File: config.mk
export PLATFORM = sky130hd
export DESIGN_NAME = mem_axi_rd_master
export DESIGN_NICKNAME = d
export VERILOG_FILES = /design/src/rtl/mem_axi_rd_master_pkg.sv /design/src/rtl/mem_axi_rd_fifo.sv /design/src/rtl/mem_axi_rd_master.sv
export SDC_FILE = /design/constraint.sdc
export NUM_CORES = 1
export LEC_CHECK = 0
export BUFFER_PORTS_ARGS = -buffer_cell sky130_fd_sc_hd__buf_2
export CORE_MARGIN = 10
export CORE_UTILIZATION = 30
export CTS_BUF_LIST = sky130_fd_sc_hd__clkbuf_16
export CTS_CLUSTER_DIAMETER = 200
export DETAILED_ROUTE_END_ITERATION = 10
export GPL_TIMING_DRIVEN = 1
export PLACE_DENSITY = 0.49
export SETUP_SLACK_MARGIN = 0.02
export SLEW_MARGIN = 20
export SYNTH_ARGS = -nofsm -noshare
export SYNTH_HDL_FRONTEND = slang
export SYNTH_SLANG_ARGS = --single-unit
File: constraint.sdc
create_clock -name clk -period 4 [get_ports clk]
set_input_delay 0.2 -clock clk [delete_from_list [all_inputs] [get_ports clk]]
set_output_delay 0.2 -clock clk [all_outputs]
set_load 0.02 [all_outputs]
File: src/rtl/mem_axi_rd_master_pkg.sv
// Shared types and constants for the AXI3 read master and its data FIFO.
package mem_axi_rd_master_pkg;

  typedef enum logic [1:0] {
    ST_IDLE,
    ST_ADDR,
    ST_DATA,
    ST_RESP
  } rd_state_t;

  localparam logic [1:0] AXI_BURST_INCR = 2'b01;

  localparam logic [1:0] RESP_OKAY   = 2'b00;
  localparam logic [1:0] RESP_SLVERR = 2'b10;

  // Bit positions inside done_err
  localparam int ERR_RRESP   = 0;
  localparam int ERR_RLAST   = 1;
  localparam int ERR_RID     = 2;
  localparam int ERR_ILLEGAL = 3;

endpackage

File: src/rtl/mem_axi_rd_fifo.sv
// Synchronous FIFO holding accepted read beats until the client drains them.
module mem_axi_rd_fifo #(
  parameter int WIDTH = 33,
  parameter int DEPTH = 4
) (
  input  logic                       clk,
  input  logic                       reset,
  input  logic                       push,
  input  logic [WIDTH-1:0]           din,
  input  logic                       pop,
  output logic [WIDTH-1:0]           dout,
  output logic [$clog2(DEPTH):0]     count,
  output logic                       full,
  output logic                       empty
);

  localparam int AW = $clog2(DEPTH);

  logic [WIDTH-1:0] mem [DEPTH];
  logic [AW-1:0]    wr_ptr;
  logic [AW-1:0]    rd_ptr;
  logic             do_push;
  logic             do_pop;

  // Status flags and guarded handshakes; the head is forced to zero when empty
  always_comb begin
    full    = (count == (AW+1)'(DEPTH));
    empty   = (count == '0);
    do_push = push && !full;
    do_pop  = pop && !empty;
    dout    = empty ? '0 : mem[rd_ptr];
  end

  // Pointer and occupancy bookkeeping; pointers wrap naturally at DEPTH
  always_ff @(posedge clk) begin
    if (!reset) begin
      wr_ptr <= '0;
      rd_ptr <= '0;
      count  <= '0;
    end else begin
      if (do_push) wr_ptr <= wr_ptr + AW'(1);
      if (do_pop)  rd_ptr <= rd_ptr + AW'(1);
      case ({do_push, do_pop})
        2'b10:   count <= count + (AW+1)'(1);
        2'b01:   count <= count - (AW+1)'(1);
        default: count <= count;
      endcase
    end
  end

  // Storage array, written only on an accepted push
  always_ff @(posedge clk) begin
    if (do_push) mem[wr_ptr] <= din;
  end

endmodule

File: src/rtl/mem_axi_rd_master.sv
// AXI3 read master: one client burst at a time, beats buffered in a FIFO, protocol status on done.
module mem_axi_rd_master
  import mem_axi_rd_master_pkg::*;
#(
  parameter int ADD_ID_WIDTH = 4,
  parameter int ADD_WIDTH    = 32,
  parameter int DATA_WIDTH   = 32,
  parameter int BURST_LEN    = 4,
  parameter int BURST_SIZE   = 3,
  parameter int BURST_TYPE   = 2,
  parameter int FIFO_DEPTH   = 4
) (
  input  logic                    clk,
  input  logic                    reset,
  input  logic                    req_valid,
  output logic                    req_ready,
  input  logic [ADD_WIDTH-1:0]    req_addr,
  input  logic [BURST_LEN-1:0]    req_len,
  input  logic [BURST_SIZE-1:0]   req_size,
  input  logic [ADD_ID_WIDTH-1:0] req_id,
  output logic [ADD_ID_WIDTH-1:0] arid,
  output logic [ADD_WIDTH-1:0]    araddr,
  output logic [BURST_LEN-1:0]    arlen,
  output logic [BURST_SIZE-1:0]   arsize,
  output logic [BURST_TYPE-1:0]   arburst,
  output logic [1:0]              arlock,
  output logic [3:0]              arcache,
  output logic [2:0]              arprot,
  output logic                    arvalid,
  input  logic                    arready,
  input  logic [ADD_ID_WIDTH-1:0] rid,
  input  logic [DATA_WIDTH-1:0]   rdata,
  input  logic [1:0]              rresp,
  input  logic                    rlast,
  input  logic                    rvalid,
  output logic                    rready,
  output logic                    out_valid,
  input  logic                    out_ready,
  output logic [DATA_WIDTH-1:0]   out_data,
  output logic                    out_last,
  output logic                    done,
  output logic [3:0]              done_err
);

  localparam int SIZE_MAX = $clog2(DATA_WIDTH/8);
  localparam int FIFO_AW  = $clog2(FIFO_DEPTH);

  rd_state_t               state, state_next;
  logic [ADD_ID_WIDTH-1:0] lat_id;
  logic [ADD_WIDTH-1:0]    lat_addr;
  logic [BURST_LEN-1:0]    lat_len;
  logic [BURST_SIZE-1:0]   lat_size;
  logic [BURST_LEN-1:0]    beat_cnt;
  logic [3:0]              err_acc;
  logic [ADD_WIDTH:0]      req_bytes;
  logic [ADD_WIDTH:0]      req_end;
  logic                    req_illegal;
  logic                    r_hs;
  logic                    last_beat;
  logic                    term;
  logic [3:0]              beat_err;
  logic [FIFO_AW:0]        fifo_count;
  logic                    fifo_full;
  logic                    fifo_empty;

  // Request legality: beat size must fit the data bus and the burst must stay inside one 4KB page
  always_comb begin
    req_bytes   = ({{(ADD_WIDTH+1-BURST_LEN){1'b0}}, req_len} + (ADD_WIDTH+1)'(1)) << req_size;
    req_end     = {1'b0, req_addr} + req_bytes - (ADD_WIDTH+1)'(1);
    req_illegal = (req_size > BURST_SIZE'(SIZE_MAX)) ||
                  ((req_end >> 12) != ({1'b0, req_addr} >> 12));
  end

  // Per-beat protocol checks against the latched request
  always_comb begin
    r_hs                = rvalid && rready;
    last_beat           = (beat_cnt == lat_len);
    term                = rlast || last_beat;
    beat_err            = '0;
    beat_err[ERR_RRESP] = (rresp != RESP_OKAY);
    beat_err[ERR_RLAST] = (rlast != last_beat);
    beat_err[ERR_RID]   = (rid != lat_id);
  end

  // Next-state and handshake outputs
  always_comb begin
    state_next = state;
    req_ready  = 1'b0;
    arvalid    = 1'b0;
    rready     = 1'b0;
    done       = 1'b0;
    done_err   = '0;
    case (state)
      ST_IDLE: begin
        req_ready = 1'b1;
        if (req_valid) state_next = req_illegal ? ST_RESP : ST_ADDR;
      end
      ST_ADDR: begin
        arvalid = 1'b1;
        if (arready) state_next = ST_DATA;
      end
      ST_DATA: begin
        rready = (fifo_count < (FIFO_AW+1)'(FIFO_DEPTH));
        if (rvalid && rready && term) state_next = ST_RESP;
      end
      ST_RESP: begin
        done       = 1'b1;
        done_err   = err_acc;
        state_next = ST_IDLE;
      end
      default: state_next = ST_IDLE;
    endcase
  end

  // State register, request latch, beat counter and sticky error accumulator
  always_ff @(posedge clk) begin
    if (!reset) begin
      state    <= ST_IDLE;
      lat_id   <= '0;
      lat_addr <= '0;
      lat_len  <= '0;
      lat_size <= '0;
      beat_cnt <= '0;
      err_acc  <= '0;
    end else begin
      state <= state_next;
      case (state)
        ST_IDLE: begin
          if (req_valid) begin
            lat_id               <= req_id;
            lat_addr             <= req_addr;
            lat_len              <= req_len;
            lat_size             <= req_size;
            beat_cnt             <= '0;
            err_acc              <= '0;
            err_acc[ERR_ILLEGAL] <= req_illegal;
          end
        end
        ST_DATA: begin
          if (r_hs) begin
            beat_cnt <= beat_cnt + BURST_LEN'(1);
            err_acc  <= err_acc | beat_err;
          end
        end
        ST_RESP: err_acc <= '0;
        default: ;
      endcase
    end
  end

  assign arid    = lat_id;
  assign araddr  = lat_addr;
  assign arlen   = lat_len;
  assign arsize  = lat_size;
  assign arburst = BURST_TYPE'(AXI_BURST_INCR);
  assign arlock  = '0;
  assign arcache = '0;
  assign arprot  = '0;

  assign out_valid = !fifo_empty;

  mem_axi_rd_fifo #(
    .WIDTH (DATA_WIDTH + 1),
    .DEPTH (FIFO_DEPTH)
  ) u_fifo (
    .clk   (clk),
    .reset (reset),
    .push  (r_hs && !fifo_full),
    .din   ({rdata, term}),
    .pop   (out_ready),
    .dout  ({out_data, out_last}),
    .count (fifo_count),
    .full  (fifo_full),
    .empty (fifo_empty)
  );

endmodule

==> results by group <==
Setup path
  – CP endpoint kind: flip-flop
  – Worst path required time: 4.32 ns
  – Critical Path AT: 4.05 ns
  – Critical path class: primary input to flip-flop
  – Crit Path Max Fanout: 4
  – Crit start category: primary input
  – R2r setup slk: 1.39 ns

Clock tree
  – Sink Count: 194
  – CTS root buf: clkbuf_16
  – H-tree depth: 4
  – Clock transition at path regs: 0.08 ns
  – CTS tree: done
  – CTS max path bufs: 2
  – CTS Buf Count: 17
  – Clk_lat worst skew: 0.47 ns

Placed design
  – Gpl congestion: 0.885
  – Placed cell count: 1,620
  – Pre-CTS setup slack: -0.359 ns
  – Port bufs: 172
  – Hpwl dp: 22.5 mm

Timing
  – Final min period: 3.73 ns
  – FMAX: 0.268 GHz
  – Setup_tns: 0 ns
  – Final hold viol count: 0
  – Final setup fails: 0
  – Slew @ Worst Pin: 0.957 ns
  – Period utilization: 93.3%
  – RSZ-0062 raised after global routing: false
  – Final worst slack: 0.268 ns
  – Clock Skews: 0.0264 ns
  – Max_slew headroom: 36.0%
  – Slew Limit Fails: 0

Status
  – Outcome: complete, no violations

Cells and area
  – Antenna Cells: 0
  – Nets@finish: 1,367
  – Layout area overhead: 24.0%
  – Share of cells above drive strength 1: 25.4%
  – Non-Filler Instances: 1,699

Drt
  – 1st-iter DRT viols: 398
  – DR vias: 8,298
  – Drt pass-1 iters: 5
  – Post-Route WL: 30.8 mm
  – Vias per std cell: 4.88
  – Routed Antenna Nets: 0
  – WL/cell: 18.1 um
  – DRC viols: 0

Global routing
  – Grt ovf: 0
  – GRT Util Overall: 13.8%
  – Number of global-route vias before repair: 8,627
  – Largest net degree at the start of global routing: 45
  – Global-route wire length before repair: 48.1 mm
  – Antenna violations before repair: 0

Synth
  – FF+latch count, synth: 194
  – Synthesized area: 10,800 um2
  – Synth area leaders: edfxtp_1, dfxtp_1, mux4_2, ha_1, nand2_1
  – Synth Instances: 996
  – Post-synthesis cell type count: 82
  – Number of synthesis warnings: 0
  – Post-synth top flop: edfxtp_1
  – Share of the synthesized area in the top cell type: 36.7%
  – Post-synthesis sequential area ratio: 48.2%
  – Post-synth EDFFs: 132
  – Area leader, netlist: edfxtp_1
  – Synth Area per Inst: 10.8 um2
  – Synth async-reset ratio: 0%

Power
  – Leakage: 0.00533 uW
  – Power density over cell area: 481 nW/um2
  – Peak supply drop: 0.000401 V

Floorplan
  – IO Pins: 184
  – Die Width: 210 um
  – Core area: 35,600 um2
  – Site Rows: 69
  – Die extent in y: 210 um
  – Initial core utilization: 30.3%
  – DIE AREA: 44,000 um2

Run
  – Max-cap check violation count: 0

Min path
  – Class of the worst hold path: primary input to flip-flop
## cell families (layout without fill, tap and decap cells)
group,count (synthesis),in the layout,synth area share (%)
other cells,2,11,0.0696
flops,194,194,48.2
mux,44,44,7.93
buf+inv,131,364,5.43
fa+ha+maj,54,54,6.33
compound gates,214,214,14.0
xor+xnor,39,39,3.24
simple gates,318,318,14.7
## cell type report
cell class / instances / area, um2
clock buffer: 17 / 425
clock inverter: 15 / 171
fill: 3603 / 22200
inverter: 72 / 270
multi-input combinational: 680 / 5090
sequential: 194 / 5210
tap: 461 / 577
timing repair buffer: 260 / 1640
## routing by layer
metal	routed length, um	up-vias	track usage [%]
met1	13100	4033	16.2
met2	15900	177	24.6
li1	-	4061	-
met3	1380	27	3.10
met4	414	0	3.85
met5	0	-	0
## where the power goes
part | switching, uW | internal (uW) | leakage, uW
combinational | 1370 | 883 | 0.00334
sequential | 121 | 2330 | 0.00170
clock | 893 | 850 | 0.000293
total | 2380 | 4060 | 0.00533
## worst max-delay path, stage by stage
cell	delay, ns
buf_2	0.11
ha_1	0.22
xor2_1	0.16
buf_4	0.14
a21oi_1	0.20
mux2i_1	0.13
a22oi_1	0.22
ha_1	0.18
inv_1	0.04
ha_1	0.34
buf_4	0.14
and4_1	0.19
nand2_1	0.10
a21oi_1	0.14
o21ai_1	0.15
o311ai_1	0.39
a21oi_1	0.15
o31a_1	0.28
a2111oi_4	0.42
o22ai_1	0.14
## worst paths after layout
check | start | endpoint | cells past startpoint
setup / recovery | req_len[0] | err_acc[3] | 20
hold / removal | req_addr[9] | araddr[9] | 3
setup reg to reg | state[0] | u_fifo.count[2] | 11
hold reg to reg | err_acc[0] | err_acc[0] | 2
## metrics by stage
step / total power [uW] / hold WS, ns / instance area [um2] / util, %
3_5_place_dp: 4740 / 0.424 / 12300 / 34.5
3_3_place_gp: 4720 / 0.419 / 12300 / 34.5
6_report: 6440 / 0.0173 / 13400 / 37.6
4_1_cts: 6550 / 0.00252 / 13300 / 37.5
5_1_grt: 6860 / 0.0291 / 13400 / 37.6
2_1_floorplan: 3960 / 0.299 / 10800 / -
## Yosys cell counts (all sizes together), types with 32 or more instances
cell / n
mux4: 33
ha: 53
edfxtp: 132
o21ai: 37
a21boi: 46
a21oi: 45
buf: 32
dfxtp: 62
nor2: 37
inv: 72
and2: 47
nand2: 134
## state kept, by name (all words and copies together) (netlist names), named ones only
| register | cells |
|---|---|
| u_fifo.rd_ptr | 2 |
| araddr | 32 |
| u_fifo.count | 3 |
| beat_cnt | 4 |
| arid | 4 |
| u_fifo.wr_ptr | 2 |
| err_acc | 4 |
| state | 2 |
| arsize | 3 |
| u_fifo.mem | 132 |
| arlen | 4 |
## cells in the final DEF (no fill, tap or decap), types with 17 or more instances in the layout
| cell type | n |
|---|---|
| edfxtp_1 | 132 |
| dlygate4sd3_1 | 46 |
| and2_1 | 46 |
| a21boi_0 | 46 |
| clkbuf_16 | 17 |
| nand4_1 | 18 |
| xor2_1 | 17 |
| nor2_1 | 37 |
| a21oi_1 | 40 |
| xnor2_1 | 21 |
| buf_2 | 172 |
| buf_4 | 42 |
| o21ai_0 | 28 |
| nand3_1 | 19 |
| mux4_2 | 33 |
| ha_1 | 53 |
| dfxtp_1 | 61 |
| nand2_1 | 133 |
| inv_1 | 71 |
## what timing repair did
action | CTS | global route
buffers inserted | 0 | 1
endpoints found under the hold margin | 142 | 0
hold buffers | 46 | 0
gates resized for setup | 0 | 9
setup endpoints to repair | 0 | 2
Power figures use the tool's default switching activity.
